`src/rtl/pipe_pkg.sv`:
```
// Shared definitions for the ARM pipeline stage registers: control-bit indices,
// the default set of side-effecting control bits, and the control vector type.
package pipe_pkg;

    localparam int unsigned CTRL_W_DEF  = 8;
    localparam int unsigned CTRL_REG_WE = 0;
    localparam int unsigned CTRL_MEM_WE = 1;

    typedef logic [CTRL_W_DEF-1:0] ctrl_t;

    localparam ctrl_t KILL_MASK_DEF = ctrl_t'((1 << CTRL_REG_WE) | (1 << CTRL_MEM_WE));

endpackage

```
`src/rtl/sat_counter.sv`:
```
// Saturating event counter; clear beats a coincident increment, reset beats both.
module sat_counter #(
    parameter int unsigned WIDTH = 16
) (
    input  logic             clk,
    input  logic             reset,
    input  logic             inc,
    input  logic             clr,
    output logic [WIDTH-1:0] count
);

    always_ff @(posedge clk) begin
        if (reset || clr) begin
            count <= '0;
        end else if (inc && (count != '1)) begin
            count <= count + WIDTH'(1);
        end
    end

endmodule

```
`src/rtl/pipe_stage_reg.sv`:
```
// Pipeline-stage register with stall/flush, masked kill of side-effecting control
// bits in bubbles, and saturating stall/squash counters for performance debug.
module pipe_stage_reg
    import pipe_pkg::*;
#(
    parameter int unsigned       CTRL_W    = CTRL_W_DEF,
    parameter int unsigned       DATA_W    = 32,
    parameter int unsigned       RD_W      = 4,
    parameter logic [CTRL_W-1:0] KILL_MASK = CTRL_W'(KILL_MASK_DEF),
    parameter int unsigned       CNT_W     = 16
) (
    input  logic              clk,
    input  logic              reset,
    input  logic              valid_in,
    input  logic [CTRL_W-1:0] ctrl_in,
    input  logic [DATA_W-1:0] data_in,
    input  logic [RD_W-1:0]   rd_in,
    input  logic              stall,
    input  logic              flush,
    input  logic              cnt_clr,
    output logic              valid_out,
    output logic [CTRL_W-1:0] ctrl_out,
    output logic [DATA_W-1:0] data_out,
    output logic [RD_W-1:0]   rd_out,
    output logic [CNT_W-1:0]  stall_cnt,
    output logic [CNT_W-1:0]  squash_cnt
);

    logic stall_inc;
    logic squash_inc;

    assign stall_inc  = stall & ~flush;
    assign squash_inc = flush & valid_out;

    // Priority reset > flush > stall > load; bubbles never carry side-effecting bits.
    always_ff @(posedge clk) begin
        if (reset) begin
            valid_out <= 1'b0;
            ctrl_out  <= '0;
            data_out  <= '0;
            rd_out    <= '0;
        end else if (flush) begin
            valid_out <= 1'b0;
            ctrl_out  <= ctrl_out & ~KILL_MASK;
        end else if (!stall) begin
            valid_out <= valid_in;
            ctrl_out  <= valid_in ? ctrl_in : (ctrl_in & ~KILL_MASK);
            data_out  <= data_in;
            rd_out    <= rd_in;
        end
    end

    sat_counter #(.WIDTH(CNT_W)) u_stall_cnt (
        .clk   (clk),
        .reset (reset),
        .inc   (stall_inc),
        .clr   (cnt_clr),
        .count (stall_cnt)
    );

    sat_counter #(.WIDTH(CNT_W)) u_squash_cnt (
        .clk   (clk),
        .reset (reset),
        .inc   (squash_inc),
        .clr   (cnt_clr),
        .count (squash_cnt)
    );

endmodule
```
`config.mk`:
```
export PLATFORM = sky130hd
export DESIGN_NAME = pipe_stage_reg
export DESIGN_NICKNAME = d
export VERILOG_FILES = /design/src/rtl/pipe_pkg.sv /design/src/rtl/sat_counter.sv /design/src/rtl/pipe_stage_reg.sv
export SDC_FILE = /design/constraint.sdc
export NUM_CORES = 1
export LEC_CHECK = 0
export CORE_MARGIN = 4
export CORE_UTILIZATION = 55
export DETAILED_ROUTE_END_ITERATION = 12
export DONT_BUFFER_PORTS = 1
export GPL_ROUTABILITY_DRIVEN = 0
export PLACE_DENSITY = 0.74
export SLEW_MARGIN = 25
export SYNTH_ARGS = -nofsm -noshare
export SYNTH_HDL_FRONTEND = slang
export SYNTH_SLANG_ARGS = --single-unit
```
`constraint.sdc`:
```
create_clock -name clk -period 1.99 [get_ports clk]
set_input_delay 0.2985 -clock clk [delete_from_list [all_inputs] [get_ports clk]]
set_output_delay 0.2985 -clock clk [all_outputs]
set_load 0.01 [all_outputs]
```
==> results.py <==
metrics = {
    "worst_setup_path": {
        "cpMostUsedCell": "nor4_1",
        "required_ns": 2.23,
        "slowest_stage": "nor4_1",
        "timing.critical_path.to": "u_squash_cnt.count[3]",
        "ff2ff_path_depth": 6,
        "worst-path-max-fanout": 11,
        "crit_chain": "ha_1, nand4_1, nor4_1, buf_4, nor4_1, o21a_1",
        "end_kind": "register",
        "max_stage_delay_ns": 0.40,
        "arrival_ns": 2.07,
        "cp-startpoint": "u_squash_cnt.count[1]",
        "criticalPathCategory": "register to register",
        "worstReg2RegStart": "u_squash_cnt.count[1]",
        "reg2reg_to": "u_squash_cnt.count[3]",
        "critPathLaunchType": "register",
        "reg2reg_slack_ns": 0.16,
    },
    "timing": {
        "tns_ns": 0,
        "hold_ws_ns": 0.02264,
        "skew_ns": 0.006753,
        "worstMarginPinSlew_ns": 0.7346,
        "fin_crit_ns": 1.828,
        "period_share": 0.9187,
        "hold_viol": 0,
        "fmax_ghz": 0.5470,
        "finalMaxSlewViolations": 0,
        "max-slew-margin-rel": 0.5103,
        "rsz0062_at_grt": "false",
        "setup_viol": 0,
    },
    "detailed_routing": {
        "drcViolationCount": 0,
        "dr.pass1.iters": 4,
        "ant_nets": 0,
        "drtIter0Drc": 124,
        "vias": 2976,
        "routed_wl_um": 8331,
        "routed_via_density": 6.073,
        "wl_per_cell_um": 17.00,
    },
    "power_and_ir_drop": {
        "power.switching_uw": 675.3,
        "vdd_drop_max_mv": 0.4716,
        "swShare": 0.2115,
        "intPower_uw": 2518,
        "clkPwrFrac": 0.452,
        "power_frac_comb": 0.038,
        "power_density_mw_per_mm2": 857.7,
        "p_leak_uw": 0.001269,
        "p_seq_frac": 0.510,
    },
    "yosys": {
        "synth-seq-area-share": 0.4731,
        "ys_top_cells_by_count": "nand2_1, dfxtp_1, a21oi_1, clkbuf_1, nand3_1",
        "synth_nets": 451,
        "synth_top_area_frac": 0.4731,
        "ys.flop_type": "dfxtp_1",
        "synth_top_area_cell": "dfxtp_1",
        "synth-edff-count": 0,
        "yosys_warnings": 0,
        "syn_area_sq_mm": 0.003258,
        "synthDistinctLibCells": 47,
        "synth_seq_cells": 77,
        "syn_avg_cell_area_sq_um": 8.166,
        "synth_area_leaders": "dfxtp_1, nand2_1, a21oi_1",
        "syn_inst": 399,
        "yosysMostFrequentCell": "nand2_1",
        "async_flop_share": 0,
    },
    "floorplanning": {
        "fp.dieW_um": 84.97,
        "dieArea_sq_mm": 0.007219,
        "initial_utilization": 0.5775,
        "die_h_um": 84.97,
        "core_sq_mm": 0.005642,
        "rows": 27,
        "ios": 127,
    },
    "grt": {
        "grt_use_met2": 0.3609,
        "grt_pass1_vias": 2818,
        "overflow": 0,
        "grtUsageMet1": 0.2710,
        "grt_max_degree": 48,
        "use_met3": 0.08252,
        "grt_use_total": 0.2283,
        "grt_pass1_wl_um": 13480,
        "antenna_found_initial": 0,
        "top_usage_layer": "met2",
    },
    "final_layout": {
        "areaGrowthSynthToFinish_pct": 14.25,
        "antenna_cells": 0,
        "nNetsFinal": 466,
        "fillerInstances": 477,
        "drive_gt1_frac": 0.1411,
    },
    "cts": {
        "cts_buffer_depth": 2,
        "clk_latency_ns": 0.34,
        "cts_tree": "done",
        "cts-buffers-inserted": 9,
        "h-tree-depth": 3,
        "cts.sinks": 77,
        "cts_root_buffer": "clkbuf_8",
        "path_clk_slew_ns": 0.07,
    },
    "run": {
        "drv_cap": 0,
    },
    "place": {
        "numPortBuffers": 0,
        "dpl.hpwl_um": 5820,
    },
    "worst_hold_path": {
        "hold_path.class": "input port to register",
    },
    "status": {
        "status": "complete, no violations",
    },
}
[cells by family (layout without fill, tap and decap cells)]
kind of cell    after synthesis  after routing  synth area share
xor+xnor                      1              1          0.002689
buf+inv                      26             45           0.03226
flops                        77             77            0.4731
simple gates                185            185            0.2846
fa+ha+maj                     2              2          0.007679
compound gates              108            108            0.1997
[what timing repair did]
| item | in CTS | in global routing |
|---|---|---|
| setup endpoints to repair | 0 | 4 |
| endpoints found under the hold margin | 1 | 9 |
| gates resized for setup | 0 | 2 |
| hold buffers | 1 | 1 |
| setup buffers | 0 | 0 |
[critical path: cells and delay by family (launching register included)]
kind / cells / cell delay (ns)
AOI/OAI and AO/OA: 1 / 0.17
DFF: 1 / 0.35
and+or+nand+nor: 3 / 0.73
buffers and inverters: 1 / 0.23
adders and majority gates: 1 / 0.24
[power groups by stage]
stage | Sequential [uW] | Clock (uW) | Combinational (uW)
detailed placement | 1660 | 0 | 115
global route | 1630 | 1550 | 139
global placement | 1660 | 0 | 110
CTS | 1630 | 1470 | 117
floorplan | 1660 | 0 | 104
finish | 1630 | 1440 | 120
[layout by cell type (no fill, tap or decap), types with 2 or more instances in the layout]
cell	n
o41ai_1	3
o31ai_1	11
a22oi_1	2
and4_1	3
o211ai_1	3
a31oi_1	4
nor4_1	4
dfxtp_1	77
nor2b_1	2
nand3_1	15
nor4_2	2
and3_1	2
inv_1	2
nand3_2	2
nor2_1	6
ha_1	2
nand4_1	8
nor3_1	4
or2_2	2
nand2_1	103
or4_1	13
a21oi_1	62
o311ai_0	2
bufinv_16	3
dlygate4sd3_1	2
o21ai_0	11
buf_4	26
clkbuf_8	11
or3_1	8
[layout make-up]
cell class,instances,area (sq um),area share
Sequential cell,77,1541,0.4141
Tap cell,72,90.09,0.02420
Multi-Input combinational cell,296,1622,0.4356
Clock inverter,4,95.09,0.02555
Inverter,2,7.507,0.002017
Timing Repair Buffer,28,215.2,0.05782
Clock buffer,11,151.4,0.04067
[state kept, by name (all words and copies together), names as in the netlist]
register	count
data_out	32
u_squash_cnt.count	16
u_stall_cnt.count	16
ctrl_out	8
rd_out	4
valid_out	1
[metal layers]
layer  up-vias  wire length, um
met2       103             4044
met4         0              163
li1       1476                -
met1      1383             3374
met5         -                0
met3        14              748
[metrics by stage]
stage / cells / area (sq um) / power (uW) / setup WS [ns] / util
global placement: 473 / 3448 / 1774 / 0.2406 / 0.6112
global route: 490 / 3722 / 3321 / 0.04359 / 0.6598
CTS: 489 / 3705 / 3219 / 0.05089 / 0.6567
floorplan: 399 / 3258 / 1761 / 0.1981 / -
finish: 490 / 3722 / 3193 / 0.1617 / 0.6598
detailed placement: 473 / 3448 / 1780 / 0.09690 / 0.6112
[worst min path at each step]
stage / start / to / slack, ns / cells after the start
after CTS: reset / data_out[0] / 0.0002 / 1
final: flush / ctrl_out[0] / 0.02 / 1
after global routing: reset / data_out[13] / -0.0008 / 1
after global placement: reset / data_out[23] / 0.37 / 1
after floorplan: ctrl_in[2] / ctrl_out[2] / 0.43 / 2
after detailed placement: reset / data_out[23] / 0.37 / 1
Power figures use the tool's default switching activity.
